==> src/rtl/tape_pkg.sv <==
// Shared types for the tape byte injector.
// State encoding, buffered write entry and depth default.
package tape_pkg;

  localparam int FIFO_DEPTH_DEF = 4;

  typedef enum logic [1:0] {
    ST_IDLE,
    ST_LOAD,
    ST_DRAIN,
    ST_EXEC
  } state_t;

  typedef struct packed {
    logic [15:0] addr;
    logic [7:0]  data;
  } entry_t;

  // True on the transition out of IDLE.
  function automatic logic leaves_idle(
    input state_t cur,
    input state_t nxt
  );
    return (cur == ST_IDLE) && (nxt != ST_IDLE);
  endfunction

endpackage

==> src/rtl/tape_inject_fifo.sv <==
// Small write-entry FIFO for the tape injector.
// Pointers carry one extra wrap bit to tell full from empty.
module tape_inject_fifo
  import tape_pkg::*;
#(
  parameter int DEPTH = FIFO_DEPTH_DEF
) (
  input  logic   clk,
  input  logic   reset_n,
  input  logic   push,
  input  entry_t push_entry,
  input  logic   pop,
  output logic   full,
  output logic   empty,
  output entry_t head
);

  localparam int AW = (DEPTH > 1) ? $clog2(DEPTH) : 1;
  localparam logic [AW:0] PTR_ONE = 1;

  logic [AW:0] wr_ptr;
  logic [AW:0] rd_ptr;
  entry_t      mem [DEPTH];
  logic        do_push;
  logic        do_pop;

  assign do_push = push & ~full;
  assign do_pop  = pop & ~empty;

  assign empty = (wr_ptr == rd_ptr);
  assign full  = (wr_ptr[AW] != rd_ptr[AW]) &&
                 (wr_ptr[AW-1:0] == rd_ptr[AW-1:0]);
  assign head  = mem[rd_ptr[AW-1:0]];

  // Pointer advance; reset drops every pending entry.
  always_ff @(posedge clk) begin
    if (!reset_n) begin
      wr_ptr <= '0;
      rd_ptr <= '0;
    end else begin
      if (do_push) wr_ptr <= wr_ptr + PTR_ONE;
      if (do_pop)  rd_ptr <= rd_ptr + PTR_ONE;
    end
  end

  // Entry storage, no reset needed behind the pointers.
  always_ff @(posedge clk) begin
    if (do_push) mem[wr_ptr[AW-1:0]] <= push_entry;
  end

endmodule

==> src/rtl/tape_inject.sv <==
// Tape loader RAM injector: buffers parsed bytes, writes them, then jumps.
// Optional running checksum of written bytes: TAPE_INJECT_CHECKSUM_EN.
module tape_inject
  import tape_pkg::*;
#(
  parameter int FIFO_DEPTH = FIFO_DEPTH_DEF
) (
  input  logic        clk,
  input  logic        reset_n,
  input  logic        in_valid,
  input  logic [15:0] in_addr,
  input  logic [7:0]  in_data,
  input  logic        in_done,
  output logic        in_ready,
  output logic        ram_req,
  output logic [15:0] ram_addr,
  output logic [7:0]  ram_dout,
  input  logic        ram_ack,
  output logic        cpu_hold,
  output logic        exec_req,
  output logic [15:0] exec_addr,
  input  logic        exec_ack,
  output logic        busy,
  output logic        overflow,
  output logic [7:0]  checksum
);

  state_t      state_q;
  state_t      state_d;
  logic        fifo_full;
  logic        fifo_empty;
  entry_t      head;
  entry_t      push_entry;
  logic        push;
  logic        pop;
  logic        ovf_set;
  logic        latch_exec;
  logic        leave_idle;
  logic        can_load;
  logic [15:0] exec_addr_q;
  logic        ovf_q;

  assign push_entry = '{addr: in_addr, data: in_data};
  assign can_load   = (state_q == ST_IDLE) || (state_q == ST_LOAD);
  assign ram_req    = ~fifo_empty;
  assign pop        = ram_req & ram_ack;
  assign leave_idle = leaves_idle(state_q, state_d);

  tape_inject_fifo #(
    .DEPTH(FIFO_DEPTH)
  ) u_fifo (
    .clk       (clk),
    .reset_n   (reset_n),
    .push      (push),
    .push_entry(push_entry),
    .pop       (pop),
    .full      (fifo_full),
    .empty     (fifo_empty),
    .head      (head)
  );

  // State register.
  always_ff @(posedge clk) begin
    if (!reset_n) state_q <= ST_IDLE;
    else          state_q <= state_d;
  end

  // Next state, push/drop decision and exec address capture.
  always_comb begin
    state_d    = state_q;
    push       = 1'b0;
    ovf_set    = 1'b0;
    latch_exec = 1'b0;
    if (in_valid) begin
      if (can_load && !fifo_full) push = 1'b1;
      else                        ovf_set = 1'b1;
    end
    unique case (state_q)
      ST_IDLE: begin
        if (in_done) begin
          latch_exec = 1'b1;
          state_d    = ST_DRAIN;
        end else if (in_valid) begin
          state_d = ST_LOAD;
        end
      end
      ST_LOAD: begin
        if (in_done) begin
          latch_exec = 1'b1;
          state_d    = ST_DRAIN;
        end
      end
      ST_DRAIN: begin
        if (fifo_empty) state_d = ST_EXEC;
      end
      ST_EXEC: begin
        if (exec_ack) state_d = ST_IDLE;
      end
      default: state_d = ST_IDLE;
    endcase
  end

  // Jump target, taken from in_addr on the done pulse.
  always_ff @(posedge clk) begin
    if (!reset_n)        exec_addr_q <= 16'h0000;
    else if (latch_exec) exec_addr_q <= in_addr;
  end

  // Sticky drop flag, cleared when a new load begins.
  always_ff @(posedge clk) begin
    if (!reset_n)        ovf_q <= 1'b0;
    else if (leave_idle) ovf_q <= 1'b0;
    else if (ovf_set)    ovf_q <= 1'b1;
  end

`ifdef TAPE_INJECT_CHECKSUM_EN
  logic [7:0] sum_q;

  // Running sum of bytes accepted by the RAM since the load began.
  always_ff @(posedge clk) begin
    if (!reset_n)        sum_q <= 8'h00;
    else if (leave_idle) sum_q <= 8'h00;
    else if (pop)        sum_q <= sum_q + head.data;
  end

  assign checksum = sum_q;
`else
  assign checksum = 8'h00;
`endif

  assign in_ready  = ~fifo_full;
  assign ram_addr  = head.addr;
  assign ram_dout  = head.data;
  assign busy      = (state_q != ST_IDLE);
  assign cpu_hold  = busy;
  assign exec_req  = (state_q == ST_EXEC);
  assign exec_addr = exec_addr_q;
  assign overflow  = ovf_q;

endmodule

==> config.mk <==
export PLATFORM = sky130hd
export DESIGN_NAME = tape_inject
export DESIGN_NICKNAME = d
export VERILOG_FILES = /design/src/rtl/tape_pkg.sv /design/src/rtl/tape_inject_fifo.sv /design/src/rtl/tape_inject.sv
export SDC_FILE = /design/constraint.sdc
export NUM_CORES = 1
export LEC_CHECK = 0
export CAP_MARGIN = 20
export CORE_MARGIN = 4
export CORE_UTILIZATION = 44
export DETAILED_ROUTE_END_ITERATION = 8
export GPL_TIMING_DRIVEN = 0
export PLACE_DENSITY = 0.74
export SETUP_SLACK_MARGIN = 0.15
export SKIP_LAST_GASP = 1
export SLEW_MARGIN = 5
export SYNTH_ARGS = -nofsm -noshare
export SYNTH_HDL_FRONTEND = slang
export SYNTH_HIERARCHICAL = 1
export SYNTH_SLANG_ARGS = --single-unit
==> constraint.sdc <==
create_clock -name clk -period 6.3 [get_ports clk]
set_clock_uncertainty 0.15 [all_clocks]
set_input_delay 1.26 -clock clk [delete_from_list [all_inputs] [get_ports clk]]
set_output_delay 1.26 -clock clk [all_outputs]
set_load 0.05 [all_outputs]
==> reports/summary.md <==
Clocking
• **CTS tree** built
• **maximum buffer depth of the clock tree** 2
• **hold_buf cts** 0
• **clock network latency to the later pin of the worst-skew pair** 0.51 ns
• **number of clock buffers inserted by TritonCTS** 17
• **clk sink count** 123
• **H-tree depth** 4
• **number of setup buffers added after CTS** 0
• **clock edge transition at the registers on the reported setup and hold paths** 0.05 ns
• **clock tree root driver cell** clkbuf_8
• **Gates resized, CTS repair** 0

Drt
• **Final Routed Wirelength** 10190 µm
• **overall via count from detail_route** 2891
• **detailed router's first-iteration violation count** 210
• **Via density** 5.237
• **number of iterations in the first detailed-routing pass** 4
• **number of DRC violations after detailed routing** 0
• **antenna-violating nets left** 0
• **drt wl/cell** 18.46 µm

Power and ir drop
• **part of the total power dissipated in sequential elements** 36.6%
• **combinational share of power** 29.0%
• **leakage power** 2.244 nW
• **IR Drop Worst-Case VDD** 278.0 µV
• **switching component of the power** 0.8308 mW
• **internal power consumption** 1.799 mW
• **switching part of the total power** 31.59%
• **power density over cell area** 403.9 nW/µm²
• **share of total power in the clock network** 34.4%
• **total power** 2.630 mW

Synthesis
• **most instantiated cells after synthesis** edfxtp_1 (96), nand2_1 (34), dfxtp_1 (27)
• **sequential element share of the synthesized area** 69.55%
• **Async S/R FF share, synth** 0%
• **post-synthesis average cell area** 16.69 µm²
• **main flop type after synthesis** edfxtp_1
• **most common cell in the netlist** edfxtp_1
• **Yosys top cell area share** 58.57%
• **synthesized instance count** 295
• **post-synthesis instance area** 4922 µm²
• **post-synthesis sequential element count** 123
• **largest area contributor in the synthesized netlist** edfxtp_1
• **top cells by area in the synthesized netlist** edfxtp_1 (59%), dfxtp_1 (11%), mux4_2 (11%)
• **synth unique cells** 42
• **Yosys Warn Count** 6
• **number of synthesized flops with an enable pin** 96

Critical path
• **WP data arrival** 2.62 ns
• **required time worst endpoint** 4.89 ns
• **Crit Path Class** flip-flop to primary output
• **Worst setup EP type** primary output
• **number of cells on the worst reg-to-reg path** 7
• **CP max FO** 7
• **kind of start point of the critical path** flip-flop
• **minimum setup slack among reg-to-reg paths** 2.97 ns

Floorplan
• **initial standard-cell utilization of the core** 45.21%
• **io pins** 84
• **die span in x** 113.8 µm
• **Die Ht** 113.8 µm
• **die outline area** 12940 µm²
• **total core area** 10890 µm²
• **number of placement rows** 38

GRT
• **wire length of the first global-routing pass** 16150 µm
• **antenna violations before repair** 0
• **Total Routing Usage GR** 16.79%
• **GRT Residual Overflow** 0
• **via count of the first global-routing pass** 3019
• **maximum number of pins on one net before global-route repair** 25

Finish
• **layout overhead on the synthesized area** 32.28%
• **number of non-filler instances in the completed layout** 552
• **ant diodes** 0
• **finished layout cell area** 6511 µm²
• **fraction of final layout cells with drive strength greater than 1** 22.33%
• **number of nets in the final layout** 434

Timing
• **pins over their slew limit** 0
• **worst hold-check slack** 0.3090 ns
• **Finish-stage setup viols** 0
• **Final Hold Viols** 0
• **timing-limited maximum frequency** 0.2481 GHz
• **final worst path period need** 4.031 ns
• **RSZ-0062 raised after global routing** no
• **final total negative setup slack** 0 ns
• **final worst-path cycle share** 63.98%
• **Slew @ Worst Pin** 0.9807 ns
• **Relative slew margins** 34.62%

Place
• **Placed Instances** 520
• **total half-perimeter wirelength after legalization and detailed placement** 6892 µm
• **global placer's final weighted congestion** 0.8536
• **Placed Area** 5952 µm²
• **count of input and output buffers** 75

Run
• **Max Cap Viol** 0

Min path
• **path class of the lowest-slack min-delay path** flip-flop to flip-flop
• **worst hold path stage count** 2

Run status
• **status** finished clean

[critical path: stages, from the launching register on]
cell and delay (ns):
dfxtp_1 0.47, xor2_1 0.22, nor3_1 0.58, inv_1 0.11, clkdlybuf4s50_1 0.72
[power by group through the flow]
stage	Sequential, mW	Combinational (mW)	Clock, mW
after floorplan	0.993	0.512	0
after global placement	0.976	0.747	0
after detailed placement	0.979	0.770	0
after CTS	0.964	0.772	0.921
after global routing	0.968	0.807	0.965
final	0.963	0.762	0.905
[layout by cell type (no fill, tap or decap), types with 3 or more instances in the layout]
| master | count |
|---|---|
| xor2_1 | 3 |
| buf_6 | 3 |
| mux4_2 | 24 |
| a21boi_0 | 6 |
| a211o_1 | 4 |
| buf_2 | 4 |
| clkbuf_16 | 16 |
| nand3_1 | 4 |
| and2_1 | 5 |
| nor2_1 | 3 |
| nand3b_1 | 4 |
| o21ai_0 | 6 |
| clkinv_2 | 5 |
| a21oi_1 | 4 |
| nand2_1 | 34 |
| dfxtp_1 | 27 |
| edfxtp_1 | 96 |
| clkdlybuf4s50_1 | 75 |
| clkinvlp_4 | 4 |
| ha_1 | 5 |
| buf_4 | 11 |
| a21boi_2 | 9 |
| nor3_1 | 4 |
| conb_1 | 8 |
| xnor2_1 | 3 |
| inv_1 | 8 |
[per-layer routing]
metal | track usage (%) | up-vias | wire length (µm)
li1 | - | 1322 | -
met1 | 20.88 | 1452 | 4107
met2 | 27.40 | 107 | 5193
met3 | 5.995 | 10 | 774
met4 | 5.769 | 0 | 117
met5 | 0 | - | 0
[metrics by stage]
stage / utilization, % / setup WS [ns]
floorplan: - / 3.021
global placement: 53.95 / 1.520
detailed placement: 54.67 / 2.288
CTS: 59.80 / 2.219
global route: 59.80 / 2.099
finish: 59.80 / 2.269
[registers in the layout, indices dropped and copies added, names as in the netlist, named ones only]
register / cells
u_fifo/mem: 96
u_fifo/rd_ptr: 3
u_fifo/wr_ptr: 3
state_q: 2
exec_addr: 16
overflow: 1
[area by class of cell]
| class | instances | area (µm²) |
|---|---|---|
| plain buffers | 22 | 172.7 |
| clock buffers | 20 | 435.4 |
| clock inverters | 12 | 123.9 |
| fillers | 830 | 4377 |
| inverters | 8 | 30.03 |
| multi-input cells | 149 | 1330 |
| flip-flops and latches | 123 | 3423 |
| well taps | 140 | 175.2 |
| repair buffers | 78 | 820.8 |
[worst paths after layout]
kind | startpoint | end
setup reg to reg | u_fifo/wr_ptr[0] | u_fifo/mem[2][16]
hold reg to reg | overflow | overflow
setup / recovery | u_fifo/wr_ptr[0] | in_ready
hold / removal | overflow | overflow
[cell families after synthesis]
family	after synthesis	synth area share (%)
AND/OR/NAND/NOR	66	6.457
adder cells (fa/ha/maj)	5	1.271
multiplexers	24	10.98
flip-flops	123	69.55
other	1	0.07619
AO/OA/AOI/OAI	40	6.482
XOR/XNOR	6	1.068
buffers and inverters	30	4.118
(Power assumes the default switching activity.)
